## src/rtl/fir_filter_core.sv

```systemverilog
// 8-tap direct-form FIR filter built around one time-shared multiply-accumulate unit.
// One sample in per input_data_flag strobe, one full-precision result out 9 clocks later.
module fir_filter_core #(
  parameter int DATA_W = 8,
  parameter int COEF_W = 8,
  parameter int C0 = 1,
  parameter int C1 = 2,
  parameter int C2 = 3,
  parameter int C3 = 4,
  parameter int C4 = 4,
  parameter int C5 = 3,
  parameter int C6 = 2,
  parameter int C7 = 1
) (
  input  logic                                 clk,
  input  logic                                 rst_n,
  input  logic signed [DATA_W-1:0]             input_data,
  input  logic                                 input_data_flag,
  output logic signed [DATA_W+COEF_W+3-1:0]    output_data,
  output logic                                 output_data_flag,
  output logic                                 busy
);

  localparam int OUT_W  = DATA_W + COEF_W + 3;
  localparam int PROD_W = DATA_W + COEF_W;

  typedef enum logic [1:0] {
    ST_IDLE = 2'd0,
    ST_MAC  = 2'd1,
    ST_DONE = 2'd2
  } state_e;

  state_e                    state_q;
  logic signed [DATA_W-1:0]  x_q [8];
  logic signed [OUT_W-1:0]   acc_q;
  logic        [2:0]         idx_q;
  logic signed [OUT_W-1:0]   out_q;
  logic                      flag_q;
  logic                      busy_q;

  logic signed [COEF_W-1:0]  coef_s;
  logic signed [PROD_W-1:0]  prod_s;
  logic signed [OUT_W-1:0]   acc_d;

  function automatic logic signed [COEF_W-1:0] coef_at(input logic [2:0] k);
    case (k)
      3'd0:    coef_at = COEF_W'(C0);
      3'd1:    coef_at = COEF_W'(C1);
      3'd2:    coef_at = COEF_W'(C2);
      3'd3:    coef_at = COEF_W'(C3);
      3'd4:    coef_at = COEF_W'(C4);
      3'd5:    coef_at = COEF_W'(C5);
      3'd6:    coef_at = COEF_W'(C6);
      3'd7:    coef_at = COEF_W'(C7);
      default: coef_at = '0;
    endcase
  endfunction

  // Current tap product, sign-extended and added to the running sum.
  always_comb begin
    coef_s = coef_at(idx_q);
    prod_s = x_q[idx_q] * coef_s;
    acc_d  = acc_q + {{(OUT_W-PROD_W){prod_s[PROD_W-1]}}, prod_s};
  end

  // Sequencer: capture sample, walk the eight taps, publish the result.
  always_ff @(posedge clk or negedge rst_n) begin
    if (!rst_n) begin
      state_q <= ST_IDLE;
      for (int k = 0; k < 8; k++) x_q[k] <= '0;
      acc_q   <= '0;
      idx_q   <= 3'd0;
      out_q   <= '0;
      flag_q  <= 1'b0;
      busy_q  <= 1'b0;
    end else begin
      case (state_q)
        ST_IDLE: begin
          flag_q <= 1'b0;
          if (input_data_flag) begin
            for (int k = 7; k > 0; k--) x_q[k] <= x_q[k-1];
            x_q[0]  <= input_data;
            acc_q   <= '0;
            idx_q   <= 3'd0;
            busy_q  <= 1'b1;
            state_q <= ST_MAC;
          end else begin
            busy_q  <= 1'b0;
            state_q <= ST_IDLE;
          end
        end
        ST_MAC: begin
          acc_q <= acc_d;
          idx_q <= idx_q + 3'd1;
          if (idx_q == 3'd7) begin
            state_q <= ST_DONE;
          end else begin
            state_q <= ST_MAC;
          end
        end
        ST_DONE: begin
          out_q   <= acc_q;
          flag_q  <= 1'b1;
          busy_q  <= 1'b0;
          state_q <= ST_IDLE;
        end
        default: begin
          state_q <= ST_IDLE;
          flag_q  <= 1'b0;
          busy_q  <= 1'b0;
        end
      endcase
    end
  end

  assign output_data      = out_q;
  assign output_data_flag = flag_q;
  assign busy             = busy_q;

endmodule

```

## config.mk

```make
export PLATFORM = sky130hd
export DESIGN_NAME = fir_filter_core
export DESIGN_NICKNAME = d
export VERILOG_FILES = /design/src/rtl/fir_filter_core.sv
export SDC_FILE = /design/constraint.sdc
export NUM_CORES = 1
export LEC_CHECK = 0
export CORE_MARGIN = 1
export CORE_UTILIZATION = 40
export CTS_CLUSTER_DIAMETER = 80
export DETAILED_ROUTE_END_ITERATION = 8
export SLEW_MARGIN = 25
export SYNTH_ARGS = -nofsm -noshare
export SYNTH_HDL_FRONTEND = slang
export SYNTH_SLANG_ARGS = --single-unit
```

## constraint.sdc

```tcl
create_clock -name clk -period 5.55 [get_ports clk]
set_clock_uncertainty 0.05 [all_clocks]
set_input_delay 1.3875 -clock clk [delete_from_list [all_inputs] [get_ports clk]]
set_output_delay 1.3875 -clock clk [all_outputs]
set_load 0.02 [all_outputs]
```

=== After elaboration in Yosys (flattened, before gate mapping) ===
Memories as Yosys holds them, arrays and structs flattened.
Cells that the tools add are included.

* Bits of input ports: 11
* Memory bits (read-only): 24
* Memories: 1
* Output and inout port bits: 21
* Register bits after elaboration: 109

{| class="wikitable"
|+ Memory list
! memory !! words !! width !! rd ports !! clocked after Yosys merged registers in !! wr ports !! RTL line !! text
|-
| (name not given) || 8 || 3 || 1 || 0 || 0 || 46 || <nowiki>case (k)</nowiki>
|}

* $mul: 1
* Eq/ne operators: 4
* Reductions and logical operators: 4
* Bitwise operators: 1
* Mux-type cells: 13
* Add/subtract/negate cells: 2
* Order comparisons: 1

{| class="wikitable"
|+ Operators with widths
! kind !! number
|-
| case mux 19 bit (2 select lines) || 1
|-
| binary-select mux 8 bit (select 3 bit) || 1
|-
| adder 19 bit || 1
|-
| two-way mux 19 bit || 1
|-
| multiplier 8 x 8 -> 16 bit || 1
|-
| two-way mux 8 bit || 2
|-
| case mux 3 bit (2 select lines) || 1
|-
| >= comparator 4 bit (second input constant) || 1
|-
| inverter 3 -> 4 bit || 1
|-
| case mux 1 bit (2 select lines) || 2
|-
| case mux 2 bit (2 select lines) || 1
|-
| AND reduction 2 bit || 2
|-
| adder 3 x 1 -> 3 bit (second input constant) || 1
|-
| equality test 3 bit (second input constant) || 1
|-
| two-way mux 3 bit || 1
|-
| equality test 2 x 1 -> 1 bit (second input constant) || 1
|-
| equality test 2 bit (second input constant) || 1
|-
| zero test 2 bit || 1
|-
| two-way mux 1 bit || 2
|-
| two-way mux 2 bit || 1
|-
| != test 2 bit (second input constant) || 1
|-
| nonzero test 2 bit || 1
|}

=== Longest topological paths before layout ===
* Depth in word-level cells: 7
* Mapped depth: 26

=== Worst setup path after synthesis ===
OpenSTA, ideal clock, no wires.

* Kind: flip-flop to flip-flop
* Start: register idx_q[0]
* End: register acc_q[17]
* Library setup time: 0.138 ns
* Data arrival time: 5.407 ns
* Buffers on the path: 1
* Path slack: -0.045 ns
* Cell stages (with the launch flop): 26
* Cells stage by stage: dfrtp_1 -> buf_2 -> mux4_2 -> mux2i_1 -> nor2b_1 -> ha_1 -> ha_1 -> inv_1 -> fa_1 -> inv_1 -> ha_1 -> a21o_1 -> a21oi_1 -> nor2b_1 -> o21a_1 -> o41ai_1 -> nor2b_1 -> o22ai_1 -> ha_1 -> a21oi_1 -> o21ai_0 -> nor2b_1 -> a211oi_1 -> o31ai_1 -> xnor2_1 -> o22ai_1

* Longest elaborated chain between the ends: 7

{| class="wikitable"
|+ Ends and longest elaborated chain
! item !! RTL line !! text
|-
| start: declaration || 36 || <nowiki>logic [2:0] idx_q;</nowiki>
|-
| start signal: assignment || 94 || <nowiki>idx_q <= idx_q + 3'd1;</nowiki>
|-
| inverter 3 -> 4 bit (not written as such) || 62 || <nowiki>prod_s = x_q[idx_q] * coef_s;</nowiki>
|-
| binary-select mux 8 bit (select 3 bit) || 62 ||
|-
| two-way mux 8 bit (not written as such) (2 in a row) || 62 ||
|-
| multiplier 8 x 8 -> 16 bit * || 62 ||
|-
| adder 19 bit * || 63 || <nowiki>acc_d = acc_q + {{(OUT_W-PROD_W){prod_s[PROD_W-1]}}, prod_s};</nowiki>
|-
| case mux 19 bit (2 select lines) * || 77 || <nowiki>case (state_q)</nowiki>
|-
| end signal: assignment || 71 || <nowiki>acc_q <= '0;</nowiki>
|-
| end signal: assignment || 83 || <nowiki>acc_q <= '0;</nowiki>
|-
| end signal: assignment || 93 || <nowiki>acc_q <= acc_d;</nowiki>
|-
| end: declaration || 35 || <nowiki>logic signed [OUT_W-1:0] acc_q;</nowiki>
|}

Mark *: on every way between the ends. The rest lies on a longest branch, timed or not. The select of a mux whose other input is x is not followed.
A chain may end at the register's enable or synchronous reset.

=== Worst setup path in the final report ===
* Start: register idx_q[0]
* End: register acc_q[18]

Same word-level chain as after synthesis.

==> key figures <==
Clocking
  – Root Buffer: clkbuf_16
  – Clk pin slew, worst setup/hold paths: 0.08 ns
  – Clock Sinks: 109
  – H-tree depth: 3
  – CTS tree: built
  – # hold bufs at CTS: 0
  – Clk buf depth: 2
  – Clk Latency, worst-skew pair: 0.36 ns
  – TritonCTS Buffers: 9

Critical path
  – Reg-to-Reg Start: idx_q[0]$_DFFE_PN0P_
  – Req. time, crit path: 5.74 ns
  – Crit-path max FO: 8
  – Crit end category: flop
  – CP arrival: around 5.6 ns
  – CP Launch Type: flop
  – Reg2reg setup slack: 0.16 ns
  – R2R Path End: acc_q[18]$_DFFE_PN0P_
  – WS Path Type: flop to flop
  – R2r worst-path depth: 24

Placed design
  – HPWL Detailed: 8705 microns
  – Routability cong.: 0.8887
  – Port Buf Inserts: 31

Drt
  – Total routed wire length on the met1 layer: roughly 5600 microns
  – Top layer in use: met4
  – Routed wire per std cell: 14.30 microns
  – Number of vias in the routed layout: ~4,300
  – WL met3: roughly 260 microns
  – WL final: 12,170 microns
  – Residual DRC: 0
  – Via-to-Cell Ratio: 5.080
  – WL met2: 6071 microns
  – Routed Antenna Nets: 0
  – DRC marker count from the first detailed-route iteration: 169
  – First-pass detailed-route iteration total: 4

Synth
  – Synth Register Bits: 109
  – Sequential fraction of the synthesis area: 0.4218
  – Top post-synthesis cells by area: dfrtp_1 42%, mux2_2 14%, ha_1 9.7%, mux4_2 5.6%, fa_1 2.8%
  – Syn_nets: 630
  – Yosys top cell by area: dfrtp_1
  – Yosys warnings: 0
  – Netlist cell types: 48
  – FFs w/ async S/R, synth: 1.000
  – Top cell type's share of synthesized area: 0.4218
  – Syn avg cell area: 11.55 sq um
  – Post-synth top flop: dfrtp_1
  – Post-synth design cell area: 6466 sq um
  – Mapped Cells: 560
  – Number of flops mapped to enable cells by yosys: 0

Finish
  – Layout cells sized above 1: 0.3307
  – Fillers: 1,411
  – Multi-input logic area: 3692 sq um
  – Final net count: 700
  – Antenna Cells: 0
  – Most frequent cells in the layout: 108 x dfrtp_1, 82 x mux2_2, 46 x buf_4, 45 x inv_1, 45 x ha_1
  – Most common cell after layout, fill and taps aside: dfrtp_1
  – Sequential cell area: approximately 2700 sq um
  – Area growth syn-to-layout: 21.90%

STA
  – Post-layout min period: roughly 5.4 ns
  – Max Freq: 185.6 MHz
  – Final hold slack: 0.4404 ns
  – Fin crit share: 0.9710
  – Slew @ Worst Pin: between 0.8 and 0.9 ns
  – Setup violators final: 0
  – Slew Limit Fails: 0
  – Final hold violation count: 0
  – Slew Limit Headroom: 0.4485
  – RSZ-0062 raised after global routing: true

Die
  – Width of the chip: 129.1 microns
  – Core Region: 15,830 sq um
  – IO Pins: 32
  – Std cell rows: between 40 and 50
  – Die Footprint: approximately 17,000 sq um
  – Height of the chip: 129.1 microns
  – Initial Util: 0.4085

GRT
  – Tot GR Track Use: 0.1587
  – Largest net degree at the start of global routing: 74
  – Vias in the first global route: 4,431
  – Gr ovfl total: 0
  – First-pass GRT wire length: 20,800 microns
  – Antenna violations before repair: 0

Min path
  – Worst Hold Class: flop to flop
  – Hold Path Sink: output_data[1]$_DFFE_PN0P_
  – Hold_sp: output_data[1]$_DFFE_PN0P_
  – Hold depth: 2

Status
  – Status: finished clean

Run
  – Max cap viols: 0
[routing by layer]
metal	vias up	GRT usage
met5	-	0
met4	0	0.06436
met3	15	0.02519
met2	46	0.2777
met1	2153	0.1952
li1	2109	-
[state kept, by name, indices dropped and copies added (netlist names)]
name,flops
output_data_flag,1
busy,1
x_q,64
acc_q,19
idx_q,3
state_q,2
output_data,19
[what timing repair did]
| item | in CTS | in global routing |
|---|---|---|
| gates resized for setup | 6 | 39 |
| setup endpoints to repair | 5 | 8 |
| setup buffers | 2 | 4 |
| pin swaps | 3 | 12 |
[Yosys cell counts, types with 5 or more instances]
| cell | count |
|---|---|
| fa_1 | 9 |
| o22ai_1 | 18 |
| a21o_1 | 12 |
| mux4_2 | 16 |
| a21oi_1 | 16 |
| inv_1 | 48 |
| o21ai_0 | 10 |
| nand2b_1 | 5 |
| xnor2_1 | 13 |
| xor2_1 | 11 |
| mux2i_1 | 9 |
| ha_1 | 50 |
| nor2b_1 | 15 |
| nor2_1 | 29 |
| mux2_2 | 82 |
| buf_2 | 6 |
| nand2_1 | 41 |
| clkbuf_1 | 14 |
| dfrtp_1 | 109 |
[worst max path at each step]
stage	start	end	slack, ns	cells after the start
after floorplan	idx_q[1]$_DFFE_PN0P_	acc_q[17]$_DFFE_PN0P_	0.07	26
after global placement	idx_q[0]$_DFFE_PN0P_	acc_q[17]$_DFFE_PN0P_	-0.02	24
after detailed placement	idx_q[0]$_DFFE_PN0P_	acc_q[17]$_DFFE_PN0P_	-0.08	24
after CTS	idx_q[0]$_DFFE_PN0P_	acc_q[17]$_DFFE_PN0P_	0.02	25
after global routing	idx_q[0]$_DFFE_PN0P_	acc_q[17]$_DFFE_PN0P_	-0.12	24
final	idx_q[0]$_DFFE_PN0P_	acc_q[18]$_DFFE_PN0P_	0.16	24
[per-stage QoR]
step	TNS (ns)	worst slack, ns	util	cell area (sq um)	std cells
floorplan	0	0.07322	-	6476	560
global placement	-0.02026	-0.02026	0.4621	7315	828
detailed placement	-0.1278	-0.08465	0.4621	7315	828
CTS	0	0.01640	0.4830	7645	846
global route	-0.4114	-0.1171	0.4980	7883	851
finish	0	0.1610	0.4980	7883	851
[area by class of cell]
cell class / instances / area share
well taps: 216 / 0.03429
flip-flops and latches: 109 / 0.3462
multi-input cells: 381 / 0.4684
repair buffers: 81 / 0.09238
inverters: 48 / 0.02286
clock inverters: 6 / 0.006825
clock buffers: 10 / 0.02905
[kinds of logic (layout without fill, tap and decap cells)]
kind of cell	after synthesis	after routing	share of synthesized area
muxes	107	107	0.2125
xor gates and xnor gates	24	24	0.03251
DFF	109	109	0.4218
adders and majority gates	59	59	0.1246
and+or+nand+nor	111	111	0.08243
AOI/OAI and AO/OA	80	80	0.08437
buffers and inverters	70	145	0.04180
[worst max-delay path, stage by stage (launching register included)]
cell,delay [ns]
dfrtp_1,0.41
buf_12,0.16
mux4_2,0.53
mux2i_4,0.19
nor2_1,0.08
ha_1,0.29
ha_1,0.28
inv_1,0.05
fa_1,0.53
inv_1,0.04
ha_2,0.18
inv_2,0.05
fa_2,0.22
nor2b_4,0.05
o2111a_2,0.27
o311ai_4,0.25
nand2_1,0.11
xor2_1,0.17
ha_1,0.33
buf_6,0.14
a211oi_4,0.27
a31oi_4,0.13
nor3b_2,0.22
nand4b_1,0.16
o211ai_2,0.08
Power is not shown: default switching activity piles up to over one toggle a cycle in this logic, so the estimate is an artifact.
